## src/rtl/alu_seq_if.sv

```systemverilog
// Request/response handshake bundle for the execute-stage ALU sequencer.
// master issues requests and consumes results; slave is the sequencer.
interface alu_seq_if #(
    parameter int DATA_WIDTH = 8,
    parameter int COUNT_W    = 4
);
    logic                  req_valid;
    logic                  req_ready;
    logic [4:0]            req_opcode;
    logic [DATA_WIDTH-1:0] req_a;
    logic [DATA_WIDTH-1:0] req_b;
    logic [COUNT_W-1:0]    req_count;
    logic                  rsp_valid;
    logic                  rsp_ready;
    logic [DATA_WIDTH-1:0] rsp_result;
    logic [3:0]            rsp_status;

    modport master (
        output req_valid,
        output req_opcode,
        output req_a,
        output req_b,
        output req_count,
        output rsp_ready,
        input  req_ready,
        input  rsp_valid,
        input  rsp_result,
        input  rsp_status
    );

    modport slave (
        input  req_valid,
        input  req_opcode,
        input  req_a,
        input  req_b,
        input  req_count,
        input  rsp_ready,
        output req_ready,
        output rsp_valid,
        output rsp_result,
        output rsp_status
    );
endinterface

```

## src/rtl/alu_seq.sv

```systemverilog
// Execute-stage sequencer: drives the ALU, iterates 1-bit shifts,
// returns result/status over a valid/ready port and keeps flags.
module alu_seq #(
    parameter int DATA_WIDTH = 8,
    parameter int COUNT_W    = 4
) (
    input  logic                  clk,
    input  logic                  reset_n,
    alu_seq_if.slave              bus,
    output logic [DATA_WIDTH-1:0] alu_a,
    output logic [DATA_WIDTH-1:0] alu_b,
    output logic [4:0]            alu_opcode,
    input  logic [DATA_WIDTH-1:0] alu_c,
    input  logic [3:0]            alu_status,
    output logic [3:0]            flags,
    output logic                  busy
);

    typedef enum logic [1:0] {
        IDLE,
        EXEC,
        SHIFT,
        DONE
    } state_t;

    localparam logic [COUNT_W-1:0] MAX_CNT = COUNT_W'(DATA_WIDTH);
    localparam logic [COUNT_W-1:0] ONE     = COUNT_W'(1);

    state_t                state;
    state_t                state_nxt;
    logic [4:0]            op_q;
    logic [DATA_WIDTH-1:0] work_a;
    logic [DATA_WIDTH-1:0] b_q;
    logic [COUNT_W-1:0]    remaining;
    logic [COUNT_W-1:0]    cnt_clamp;
    logic [DATA_WIDTH-1:0] result_q;
    logic [3:0]            status_q;
    logic [3:0]            flags_q;
    logic                  accept;
    logic                  is_shift;
    logic                  last_step;
    logic                  capture;

    always_comb begin
        cnt_clamp = bus.req_count;
        if (bus.req_count > MAX_CNT)
            cnt_clamp = MAX_CNT;
    end

    assign accept    = bus.req_valid && (state == IDLE);
    assign is_shift  = bus.req_opcode[4];
    assign last_step = (state == SHIFT) && (remaining == ONE);
    assign capture   = (state == EXEC) || last_step;

    always_ff @(posedge clk or negedge reset_n) begin
        if (!reset_n)
            state <= IDLE;
        else
            state <= state_nxt;
    end

    always_comb begin
        state_nxt = state;
        unique case (state)
            IDLE: begin
                if (accept) begin
                    if (is_shift && (cnt_clamp != '0))
                        state_nxt = SHIFT;
                    else
                        state_nxt = EXEC;
                end
            end
            EXEC:  state_nxt = DONE;
            SHIFT: begin
                if (remaining == ONE)
                    state_nxt = DONE;
            end
            DONE: begin
                if (bus.rsp_ready)
                    state_nxt = IDLE;
            end
            default: state_nxt = IDLE;
        endcase
    end

    always_ff @(posedge clk or negedge reset_n) begin
        if (!reset_n) begin
            op_q      <= '0;
            work_a    <= '0;
            b_q       <= '0;
            remaining <= '0;
            result_q  <= '0;
            status_q  <= '0;
            flags_q   <= '0;
        end else begin
            if (accept) begin
                // zero-count shift runs as LD so status is fresh for A
                if (is_shift && (cnt_clamp == '0))
                    op_q <= 5'h00;
                else
                    op_q <= bus.req_opcode;
                work_a    <= bus.req_a;
                b_q       <= bus.req_b;
                remaining <= cnt_clamp;
            end
            if (state == SHIFT) begin
                work_a    <= alu_c;
                remaining <= remaining - ONE;
            end
            if (capture) begin
                result_q <= alu_c;
                status_q <= alu_status;
                flags_q  <= alu_status;
            end
        end
    end

    assign alu_a          = work_a;
    assign alu_b          = b_q;
    assign alu_opcode     = op_q;
    assign bus.req_ready  = (state == IDLE);
    assign bus.rsp_valid  = (state == DONE);
    assign bus.rsp_result = result_q;
    assign bus.rsp_status = status_q;
    assign flags          = flags_q;
    assign busy           = (state != IDLE);

endmodule

```

## src/flat_wrapper.sv

```systemverilog
// flat-port wrapper written by rule: the top's interface ports become plain ports
module alu_seq_flat 
#(
    parameter int DATA_WIDTH = 8,
    parameter int COUNT_W    = 4
)
  (clk, reset_n, alu_a, alu_b, alu_opcode, alu_c, alu_status, flags, busy, bus_req_valid, bus_req_opcode, bus_req_a, bus_req_b, bus_req_count, bus_rsp_ready, bus_req_ready, bus_rsp_valid, bus_rsp_result, bus_rsp_status);
  alu_seq_if #(.DATA_WIDTH(DATA_WIDTH), .COUNT_W(COUNT_W)) bus_i ();
  input  logic clk;
  input  logic reset_n;
  output logic [DATA_WIDTH-1:0] alu_a;
  output logic [DATA_WIDTH-1:0] alu_b;
  output logic [4:0] alu_opcode;
  input  logic [DATA_WIDTH-1:0] alu_c;
  input  logic [3:0] alu_status;
  output logic [3:0] flags;
  output logic busy;
  input wire logic [$bits(bus_i.req_valid)-1:0] bus_req_valid;
  input wire logic [$bits(bus_i.req_opcode)-1:0] bus_req_opcode;
  input wire logic [$bits(bus_i.req_a)-1:0] bus_req_a;
  input wire logic [$bits(bus_i.req_b)-1:0] bus_req_b;
  input wire logic [$bits(bus_i.req_count)-1:0] bus_req_count;
  input wire logic [$bits(bus_i.rsp_ready)-1:0] bus_rsp_ready;
  output wire logic [$bits(bus_i.req_ready)-1:0] bus_req_ready;
  output wire logic [$bits(bus_i.rsp_valid)-1:0] bus_rsp_valid;
  output wire logic [$bits(bus_i.rsp_result)-1:0] bus_rsp_result;
  output wire logic [$bits(bus_i.rsp_status)-1:0] bus_rsp_status;
  assign bus_i.req_valid = bus_req_valid;
  assign bus_i.req_opcode = bus_req_opcode;
  assign bus_i.req_a = bus_req_a;
  assign bus_i.req_b = bus_req_b;
  assign bus_i.req_count = bus_req_count;
  assign bus_i.rsp_ready = bus_rsp_ready;
  assign bus_req_ready = bus_i.req_ready;
  assign bus_rsp_valid = bus_i.rsp_valid;
  assign bus_rsp_result = bus_i.rsp_result;
  assign bus_rsp_status = bus_i.rsp_status;
  alu_seq #(.DATA_WIDTH(DATA_WIDTH), .COUNT_W(COUNT_W)) u_core (.clk(clk), .reset_n(reset_n), .bus(bus_i), .alu_a(alu_a), .alu_b(alu_b), .alu_opcode(alu_opcode), .alu_c(alu_c), .alu_status(alu_status), .flags(flags), .busy(busy));
endmodule
```

## config.mk

```make
export PLATFORM = sky130hd
export DESIGN_NAME = alu_seq_flat
export DESIGN_NICKNAME = d
export VERILOG_FILES = /design/src/rtl/alu_seq_if.sv /design/src/rtl/alu_seq.sv /design/src/flat_wrapper.sv
export SDC_FILE = /design/constraint.sdc
export NUM_CORES = 1
export LEC_CHECK = 0
export ABC_AREA = 1
export CAP_MARGIN = 5
export CORE_ASPECT_RATIO = 1.2
export CORE_MARGIN = 3
export CORE_UTILIZATION = 44
export CTS_BUF_LIST = sky130_fd_sc_hd__clkbuf_4
export CTS_CLUSTER_DIAMETER = 60
export DETAILED_ROUTE_END_ITERATION = 16
export GPL_ROUTABILITY_DRIVEN = 0
export PLACE_DENSITY_LB_ADDON = 0.15
export SYNTH_ARGS = -nofsm -noshare
export SYNTH_HDL_FRONTEND = slang
export SYNTH_SLANG_ARGS = --single-unit
```

## constraint.sdc

```tcl
create_clock -name clk -period 1.58 [get_ports clk]
set_input_delay 0.316 -clock clk [delete_from_list [all_inputs] [get_ports clk]]
set_output_delay 0.316 -clock clk [all_outputs]
set_load 0.03 [all_outputs]
```

==> Word level (Yosys, flattened, before mapping) <==
Cells that the tools add are included.
{ "totals": {"reg_bits": 39, "latch_bits": 0, "ramBits": 0, "rom_bits": 0, "inputBits": 41, "output_inout_bits": 40, "elab_cells": 38, "n_memories": 0} }
{ "classes": {"n_addsub": 1, "mul": 0, "div": 0, "magnitude_cmp": 1, "eq_ne": 7, "shift": 0, "n_mux": 11, "n_bitwise": 0, "reduce_logical": 11} }
{ "ops": {"columns": ["op", "n"], "rows": [
  ["$mux 8", 2],
  ["$mux 4", 3],
  ["$mux 2", 4],
  ["$pmux 2 s4", 1],
  ["$mux 5", 1],
  ["$eq 2x2->1 const B", 2],
  ["$eq 4x1->1 const B", 1],
  ["$gt 4x4->1 const B", 1],
  ["$logic_and 1x1->1", 4],
  ["$logic_not 4->1", 1],
  ["$ne 2x1->1 const B", 2],
  ["$reduce_bool 2->1", 2],
  ["$reduce_bool 4->1", 1],
  ["$sub 4x1->4 const B", 1],
  ["$reduce_and 3->1", 1],
  ["$eq 2x1->1 const B", 1],
  ["$logic_not 2->1", 1],
  ["$ne 2x2->1 const B", 1],
  ["$logic_or 1x1->1", 1]
]} }

==> Longest topological paths before layout <==
Gate-level depths: netlist (run 1).
{ "logic_depth": {"word_depth": 7, "ltp_mapped": 8, "ltp_nobuf": 8} }

==> Least setup slack after synthesis (run 1) <==
OpenSTA, ideal clock, no wires.
{ "synth_timing": {"path_type": "reg-to-reg", "start": "reg u_core.state[0]", "end": "reg u_core.state[1]", "setup_time_ns": 0.116, "t_arrival_ns": 1.412, "t_required_ns": 1.464, "slack_ns": 0.052, "path_stages_with_launch": 8, "path_buffers": 0, "period_less_slack_ns": 1.528, "cell_sequence": "dfrtp_1 -> inv_1 -> ha_1 -> inv_1 -> nand2_1 -> nand2_1 -> nand2_1 -> nand2_1"} }
{ "synth_between": {"elab_chain_cells": 4, "word_cells_on_any_way": 10, "cone_classes": "6 x eq/ne; 1 x mux; 3 x reduce/logical"} }
{ "synth_rtl": {"columns": ["item", "line_no", "rtl"], "rows": [
  ["start, declared", "alu_seq.sv:29", "state_t state;"],
  ["start signal, assigned", "alu_seq.sv:59", "state <= state_nxt;"],
  ["$logic_not 2->1 *", null, null],
  ["named net bus_req_ready", "flat_wrapper.sv:24", "output wire logic [$bits(bus_i.req_ready)-1:0] bus_req_ready;"],
  ["$logic_and 1x1->1", "alu_seq.sv:50", "assign accept = bus.req_valid && (state == IDLE);"],
  ["$ne 2x1->1 (no line)", null, null],
  ["$reduce_and 3->1 (no line)", null, null]
]} }
Mark *: on every way through the listed nets, which the timed path passes. The rest lies on a longest branch.
A chain may end at the register's enable or synchronous reset.

==> Final worst setup path (run 1) <==
{ "layout_timing": {"start": "reg u_core.state[0]", "end": "out bus_rsp_valid"} }
{ "layout_between": {"elab_chain_cells": 1} }
{ "layout_rtl": {"columns": ["item", "line_no", "rtl"], "rows": [
  ["$eq 2x2->1", "alu_seq.sv:122", "assign bus.rsp_valid = (state == DONE);"],
  ["end, declared", "flat_wrapper.sv:25", "output wire logic [$bits(bus_i.rsp_valid)-1:0] bus_rsp_valid;"]
]} }
Every way passes these cells.

==> results.py, run 1 <==
metrics = {
    "floorplan": {
        "ioPinCount": 81,
        "die_y_um": 77.7,
        "start_util_pct": 46.7,
        "rows": 25,
        "die_area_um2": 5110,
        "core-area_um2": 4040,
        "dieWidth_um": 65.7,
    },
    "logic_synthesis": {
        "synth_seq_cells": 39,
        "synth.area.mux_share_pct": 0,
        "yosys.area_share.xor_xnor_pct": 0,
        "avgSynthCellArea_um2": 8.37,
        "synth_nets": 272,
        "async_flop_share_pct": 100,
        "synth-main-ff-cell": "dfrtp_1",
        "synthDistinctLibCells": 20,
        "synth-compound-area-share_pct": 7.64,
        "yosysTopAreaCellShare_pct": 51.8,
        "yosys_warnings": 0,
        "syn_inst": 225,
        "synth_top_family_by_area": "simple AND/OR/NAND/NOR gates",
        "synth_area_um2": 1880,
        "synthSimpleGateAreaFrac_pct": 27.1,
        "yosys-top-cells-area": "dfrtp_1, nand2_1, nand3_1",
        "synth_common_cells": "nand2_1, dfrtp_1, nand3_1, inv_1, o21ai_2",
        "netlist.top_cell.by_area": "dfrtp_1",
        "yosysSeqAreaShare_pct": 51.8,
        "yosys.area_share.adder_pct": 3.98,
        "synth_edf_count": 0,
        "synth_most_common_cell": "nand2_1",
    },
    "cts": {
        "cts-root-buf": "clkbuf_4",
        "cts_tree": "yes",
        "cts_sinks": 39,
        "numCtsBuffers": 5,
        "cts.path.max_buffers": 2,
        "clkLatencyLatePin_ns": 0.35,
        "clkSlewWorstSetupHoldPaths_ns": 0.12,
        "holdBufCountCts": 0,
        "htreeDepth": 2,
    },
    "sta": {
        "fin_ws_ns": 0.0308,
        "slew_headroom_pct": 67.1,
        "fmax_mhz": 646,
        "fin_skew_ns": 0.00901,
        "fin_crit_ns": 1.55,
        "slew_viol_final": 0,
        "grt_setup_unrepaired": "true",
        "whs_ns": -0.00325,
        "finalSetupViolations": 0,
        "fin_crit_sh_pct": 98.0,
        "fin_setup_tns_ns": 0,
        "hold_violations": 1,
        "tightest_slew_ns": 0.494,
    },
    "final_layout": {
        "finish.utilization_pct": 69.0,
        "num-nets-final": 358,
        "antennaDiodeCount": 0,
        "drive_gt1_share_pct": 12.8,
        "fillCellCount": 365,
        "synthToLayoutAreaGrowth_pct": 47.7,
    },
    "worst_setup_path": {
        "crit_fanout": 3,
        "cp.required_ns": 1.26,
        "r2r-start": "u_core.state[1]$_DFFE_PN0P_",
        "critPathLaunch": "u_core.state[0]$_DFFE_PN0P_",
        "cp.arrival_ns": 1.23,
        "critPathLaunchType": "flop",
        "crit_type": "flop to primary output",
        "cp-end-kind": "primary output",
    },
    "pwr": {
        "leakagePower_uw": 0.00145,
        "power_density_nw_per_um2": 2100,
        "vdd_ir_drop_max_mv": 1.17,
    },
    "status": {
        "status": "finished, violations left",
        "violations": "hold timing",
    },
    "flow_run": {
        "cap_violations": 0,
    },
    "place": {
        "io_buffer_count": 80,
        "pre_cts_ws_ns": 0.101,
        "hpwlAfterDp_um": 3270,
    },
    "global_routing": {
        "grt_antenna_before_repair": 0,
        "grt_overflow": 0,
        "grt_pass1_vias": 1652,
        "grt_pass1_wl_um": 7550,
        "grt_max_degree": 40,
        "grtUsageTotal_pct": 19.1,
    },
    "route": {
        "totalWireLength_um": 4560,
        "firstDrtPassIters": 4,
        "num_vias": 1731,
        "drc": 0,
        "ant_nets": 0,
        "drt-initial-drc-count": 112,
        "wire_per_inst_um": 12.5,
        "vias_per_cell": 4.73,
    },
    "worst_hold_path": {
        "holdCritPathClass": "input pin to async pin",
    },
}
[flip-flops by register name, summed over array words and instances, names as in the netlist]
name and cells:
u_core.alu_a 8, u_core.alu_b 8, u_core.bus.rsp_result 8, u_core.alu_opcode 5, u_core.bus.rsp_status 4, u_core.remaining 4, u_core.state 2
[layout by cell type (no fill, tap or decap), types with 2 or more instances in the layout]
cell | Yosys | layout
dlygate4sd2_1 | 0 | 37
inv_2 | 2 | 3
clkinv_1 | 0 | 2
buf_4 | 6 | 10
clkbuf_4 | 0 | 5
dfrtp_1 | 39 | 39
o21ai_0 | 5 | 5
inv_4 | 0 | 2
ha_1 | 6 | 4
o21ai_2 | 8 | 8
nand2_2 | 2 | 2
nand3_1 | 27 | 27
buf_6 | 2 | 2
nand2_1 | 87 | 87
inv_1 | 24 | 21
clkdlybuf4s50_1 | 0 | 39
o21ai_1 | 2 | 2
nor2_1 | 7 | 6
[final cells by class]
cell class / instances / area (um2) / area share (%)
clock buffer: 5 / 37.5 / 1.35
clock inverter: 3 / 15.0 / 0.540
inverter: 26 / 103 / 3.69
multi-input combinational: 149 / 747 / 26.8
sequential: 39 / 976 / 35.1
tap: 54 / 67.6 / 2.43
timing repair buffer: 90 / 837 / 30.1
[report_power, final]
group | internal [uW] | switching (uW)
combinational | 1300 | 2280
sequential | 1490 | 273
clock | 163 | 335
[metal layers]
metal / GRT usage [%] / routed length (um)
met3: 6.37 / 412
met1: 23.8 / 1980
met2: 31.1 / 2120
met5: 0 / 0
met4: 5.60 / 53
[path summary, 6_finish.rpt]
kind	slack, ns	end	cells past startpoint
min	-0.003	u_core.bus.rsp_result[1]$_DFFE_PN0P_	2
min in group clk	0.48	u_core.alu_b[7]$_DFFE_PN0P_	3
max	0.03	bus_rsp_valid	3
max reg2reg	0.13	u_core.remaining[2]$_DFFE_PN0P_	6
max in group asynchronous	1.22	u_core.remaining[1]$_DFFE_PN0P_	2
min reg2reg	0.49	u_core.alu_a[2]$_DFFE_PN0P_	2
[metrics by stage]
step	cell area [um2]	cells	power, uW
3_5_place_dp	2720	354	5540
6_report	2780	366	5840
4_1_cts	2760	365	5820
2_1_floorplan	1880	225	4190
5_1_grt	2780	366	6280
3_3_place_gp	2720	354	5480
[timing repair]
action / 4_1_cts / 5_1_grt
endpoints found under the setup margin: 39 / 11
gates resized for setup: 42 / 6
pin swaps: 0 / 1
buffers inserted: 3 / 1
[cell families after synthesis]
family,Yosys count
fa+ha+maj,6
compound gates,19
flops,39
simple gates,124
buf+inv,37
[critical path: stages, from the launching register on]
cell and delay, ns:
dfrtp_1 0.42, buf_4 0.15, ha_2 0.19, buf_6 0.14
No activity file was read; power rests on OpenSTA's default activity.
==> inputs of run 2 (changes only) <==
Settings changed: MAX_ROUTING_LAYER set to met4.
==> results.py, run 2 (synthesized netlist as in run 1, its figures left out) <==
metrics = {
    "status": {
        "status": "finished, violations left",
        "violations": "hold timing",
    },
    "floorplan": {
        "start_util_pct": 46.7,
        "die_area_um2": 5110,
        "rows": 25,
        "ioPinCount": 81,
        "dieWidth_um": 65.7,
        "die_y_um": 77.7,
        "core-area_um2": 4040,
    },
    "route": {
        "totalWireLength_um": 4560,
        "vias_per_cell": 4.73,
        "drt-initial-drc-count": 112,
        "num_vias": 1731,
        "wire_per_inst_um": 12.5,
        "firstDrtPassIters": 4,
        "ant_nets": 0,
        "drc": 0,
    },
    "place": {
        "io_buffer_count": 80,
        "hpwlAfterDp_um": 3270,
    },
    "final_layout": {
        "synthToLayoutAreaGrowth_pct": 47.7,
        "mostFrequentLayoutCell": "nand2_1",
        "finish.utilization_pct": 69.0,
        "final_cell_mix": "nand2_1, clkdlybuf4s50_1, dfrtp_1",
        "num-nets-final": 358,
        "antennaDiodeCount": 0,
        "drive_gt1_share_pct": 12.8,
    },
    "worst_setup_path": {
        "slowest_delay_ns": 0.42,
        "crit_fanout": 3,
        "critPathLaunchType": "flop",
        "critPathSlowestCell": "dfrtp_1",
        "cp-end-kind": "primary output",
        "crit_type": "flop to primary output",
        "crit_chain": "buf_4 > ha_2 > buf_6",
        "cp.required_ns": 1.26,
        "path_delay_family": "flip-flops",
        "crit_buf_inv": 2,
        "cp.arrival_ns": 1.23,
    },
    "global_routing": {
        "grt_overflow": 0,
        "grt_max_degree": 40,
        "grtUsageTotal_pct": 19.6,
        "grt_pass1_vias": 1652,
        "grt_antenna_before_repair": 0,
        "grt_pass1_wl_um": 7550,
    },
    "sta": {
        "whs_ns": -0.00325,
        "slew_viol_final": 0,
        "fmax_mhz": 646,
        "tightest_slew_ns": 0.494,
        "slew_headroom_pct": 67.1,
        "finalSetupViolations": 0,
        "grt_setup_unrepaired": "true",
        "fin_skew_ns": 0.00903,
        "hold_violations": 1,
        "fin_crit_ns": 1.55,
        "fin_crit_sh_pct": 98.0,
    },
    "cts": {
        "clkLatencyLatePin_ns": 0.35,
        "clkSlewWorstSetupHoldPaths_ns": 0.12,
        "htreeDepth": 2,
        "cts_sinks": 39,
        "cts.path.max_buffers": 2,
        "holdBufCountCts": 0,
        "cts-root-buf": "clkbuf_4",
        "numCtsBuffers": 5,
        "cts_tree": "yes",
    },
    "pwr": {
        "vdd_ir_drop_max_mv": 1.17,
        "leakagePower_uw": 0.00145,
        "power_density_nw_per_um2": 2100,
    },
    "worst_hold_path": {
        "holdCritPathClass": "input pin to async pin",
    },
    "flow_run": {
        "cap_violations": 0,
    },
}
==> run 2: final timing paths <==
check	cells after the start	endpoint	slack, ns	startpoint
min in group clk	3	u_core.alu_b[7]$_DFFE_PN0P_	0.48	bus_req_b[7]
min	2	u_core.bus.rsp_result[1]$_DFFE_PN0P_	-0.003	reset_n
max	3	bus_rsp_valid	0.03	u_core.state[0]$_DFFE_PN0P_
min reg2reg	2	u_core.alu_a[2]$_DFFE_PN0P_	0.49	u_core.alu_a[2]$_DFFE_PN0P_
max in group asynchronous	2	u_core.remaining[1]$_DFFE_PN0P_	1.22	reset_n
max reg2reg	6	u_core.remaining[2]$_DFFE_PN0P_	0.13	u_core.state[1]$_DFFE_PN0P_
==> run 2: metal layers <==
metal	vias up	global-route usage, %	share of wire [%]
met2	68	31.1	46
met1	789	24.0	44
met4	0	5.60	1.2
li1	869	-	-
met5	-	-	0
met3	5	6.08	8.7
==> run 2: what timing repair did <==
| action | CTS | global route |
|---|---|---|
| resized for setup | 42 | 6 |
| cloned | 0 | 0 |
| endpoints found under the setup margin | 39 | 11 |
| endpoints found under the hold margin | 0 | 0 |
| pin swaps | 0 | 1 |
| buffers inserted | 3 | 1 |
==> run 2: metrics by stage <==
| step | setup WS [ns] | cells | cell area, um2 | TNS (ns) | total power [uW] |
|---|---|---|---|---|---|
| 3_3_place_gp | 0.173 | 354 | 2720 | 0 | 5480 |
| 2_1_floorplan | 0.0516 | 225 | 1880 | 0 | 4190 |
| 6_report | 0.0308 | 366 | 2780 | 0 | 5840 |
| 4_1_cts | 0.00482 | 365 | 2760 | 0 | 5820 |
| 5_1_grt | -0.00462 | 366 | 2780 | -0.00483 | 6280 |
| 3_5_place_dp | 0.101 | 354 | 2720 | 0 | 5540 |
==> run 2: layout make-up <==
cell class	count	area, um2
clock buffers	5	37.5
clock inverters	3	15.0
fillers	365	1250
inverters	26	103
multi-input cells	149	747
flip-flops and latches	39	976
well taps	54	67.6
repair buffers	90	837
==> run 2: where the power goes <==
group / total, uW / internal [uW] / switching, uW / leakage [uW]
combinational: 3580 / 1300 / 2280 / 0.000941
sequential: 1760 / 1490 / 272 / 0.000482
clock: 498 / 163 / 335 / 0.0000263
total: 5840 / 2950 / 2890 / 0.00145
==> inputs of run 3 (changes only) <==
Settings changed: PLACE_DENSITY set to 0.83, PLACE_DENSITY_LB_ADDON 0.15 to not set.
==> results.py, run 3 (synthesized netlist as in run 1, its figures left out) <==
metrics = {
    "status": {
        "status": "finished clean",
    },
    "sta": {
        "fin_crit_sh_pct": 98.1,
        "hold_violations": 0,
        "tightest_slew_ns": 0.471,
        "slew_viol_final": 0,
        "grt_setup_unrepaired": "true",
        "slew_headroom_pct": 68.6,
        "fin_crit_ns": 1.55,
        "fin_skew_ns": 0.00642,
        "finalSetupViolations": 0,
        "fmax_mhz": 645,
    },
    "final_layout": {
        "antennaDiodeCount": 0,
        "final_cell_mix": "nand2_1, clkdlybuf4s50_1, dfrtp_1",
        "fillCellCount": 360,
        "finalInstanceArea_um2": 2790,
        "drive_gt1_share_pct": 12.1,
        "finish.utilization_pct": 69.2,
        "mostFrequentLayoutCell": "nand2_1",
        "num-nets-final": 359,
        "synthToLayoutAreaGrowth_pct": 48.1,
    },
    "pwr": {
        "vdd_ir_drop_max_mv": 1.32,
        "p_clk_share_pct": 8.5,
        "p_int_uw": 2960,
        "seqPwrFrac_pct": 30.5,
        "power_density_nw_per_um2": 2080,
        "leakagePower_uw": 0.00146,
        "combinationalPowerShare_pct": 61.0,
        "p_sw_share_pct": 49.0,
        "switchingPower_uw": 2850,
    },
    "cts": {
        "clkLatencyLatePin_ns": 0.34,
        "numCtsBuffers": 5,
        "cts_sinks": 39,
        "cts.path.max_buffers": 2,
        "clkSlewWorstSetupHoldPaths_ns": 0.11,
        "htreeDepth": 2,
        "cts_tree": "yes",
        "cts-root-buf": "clkbuf_4",
    },
    "worst_setup_path": {
        "cp-end-kind": "primary output",
        "crit_path_frequent_cell": "inv_2",
        "cp.required_ns": 1.26,
        "crit_chain": "inv_2 > ha_4 > inv_2 > buf_6",
        "critPathSlowestCell": "dfrtp_1",
        "cp.arrival_ns": 1.23,
        "crit_type": "flop to primary output",
        "critPathLaunchType": "flop",
        "slowest_delay_ns": 0.44,
        "crit_fanout": 5,
    },
    "global_routing": {
        "grt_antenna_before_repair": 0,
        "grt_overflow": 0,
        "grt_pass1_vias": 1754,
        "grt_pass1_wl_um": 7700,
        "grt_max_degree": 25,
        "grtUsageTotal_pct": 19.9,
    },
    "floorplan": {
        "die_y_um": 77.7,
        "ioPinCount": 81,
        "die_area_um2": 5110,
        "start_util_pct": 46.7,
        "rows": 25,
        "core-area_um2": 4040,
        "dieWidth_um": 65.7,
    },
    "route": {
        "drc": 0,
        "ant_nets": 0,
        "vias_per_cell": 4.75,
        "drt-initial-drc-count": 92,
        "num_vias": 1744,
        "firstDrtPassIters": 4,
        "totalWireLength_um": 4540,
        "wire_per_inst_um": 12.4,
    },
    "flow_run": {
        "cap_violations": 0,
    },
    "place": {
        "placed_area_um2": 2740,
        "hpwlAfterDp_um": 3400,
        "io_buffer_count": 80,
    },
    "worst_hold_path": {
        "holdCritPathClass": "input pin to async pin",
    },
}
## run 3: cell count changes in the layout (fill, tap and decap cells not counted), sizes merged
cell / delta
clkbuf: +1
clkinvlp: -1
dlygate4sd3: +1
## run 3: power groups by stage
stage	sequential, uW	combinational, uW	clock, uW
after floorplan	2570	1620	0
after global placement	1790	3710	0
final	1770	3540	494
after global routing	1840	3880	565
after detailed placement	1800	3780	0
after CTS	1780	3530	509
## run 3: final cells by class
type | instances | area [um2] | share of cell area, %
inverter | 26 | 97.6 | 3.50
multi-input combinational | 149 | 742 | 26.6
timing repair buffer | 91 | 856 | 30.7
sequential | 39 | 976 | 35.0
clock inverter | 2 | 7.51 | 0.269
tap | 54 | 67.6 | 2.42
clock buffer | 6 | 45.0 | 1.61
## run 3: routing by layer
metal	vias to the layer above	wire, um	part of all wire (%)	global-route usage [%]
li1	875	-	-	-
met1	789	1930	42	23.3
met2	72	2130	47	31.3
met3	8	427	9.4	7.24
met4	0	60	1.3	6.85
met5	-	0	0	-
## run 3: final timing paths
| kind | startpoint | endpoint | slack (ns) | cells past startpoint |
|---|---|---|---|---|
| min | reset_n | u_core.alu_a[7]$_DFFE_PN0P_ | 0.45 | 2 |
| min in group clk | u_core.alu_b[3]$_DFFE_PN0P_ | u_core.alu_b[3]$_DFFE_PN0P_ | 0.48 | 2 |
| max reg2reg | u_core.state[1]$_DFFE_PN0P_ | u_core.remaining[2]$_DFFE_PN0P_ | 0.07 | 6 |
| max | u_core.state[0]$_DFFE_PN0P_ | busy | 0.03 | 4 |
| min reg2reg | u_core.alu_b[3]$_DFFE_PN0P_ | u_core.alu_b[3]$_DFFE_PN0P_ | 0.48 | 2 |
| max in group asynchronous | reset_n | u_core.remaining[3]$_DFFE_PN0P_ | 0.67 | 3 |
## run 3: worst max-delay path, delay by kind of cell, from the launching register on
family | cells | cell delay, ns
DFF | 1 | 0.44
adders and majority gates | 1 | 0.17
buffers and inverters | 3 | 0.28
## run 3: timing repair
item | CTS | global route
resized for setup | 43 | 0
pin swaps | 1 | 1
hold buffers | 1 | 0
endpoints found under the hold margin | 19 | 0
gates cloned | 0 | 0
endpoints found under the setup margin | 39 | 2
setup buffers | 0 | 2
## run 3: per-stage QoR
stage                     setup slack [ns]  std cells  hold WS, ns  setup TNS (ns)  power, uW
after floorplan                     0.0516        225       0.0204               0       4190
after global placement               0.173        356        0.297               0       5510
after detailed placement             0.163        356        0.298               0       5580
after CTS                          0.00734        365        0.452               0       5820
after global routing               -0.0268        367        0.478         -0.0424       6290
final                               0.0300        367        0.451               0       5810
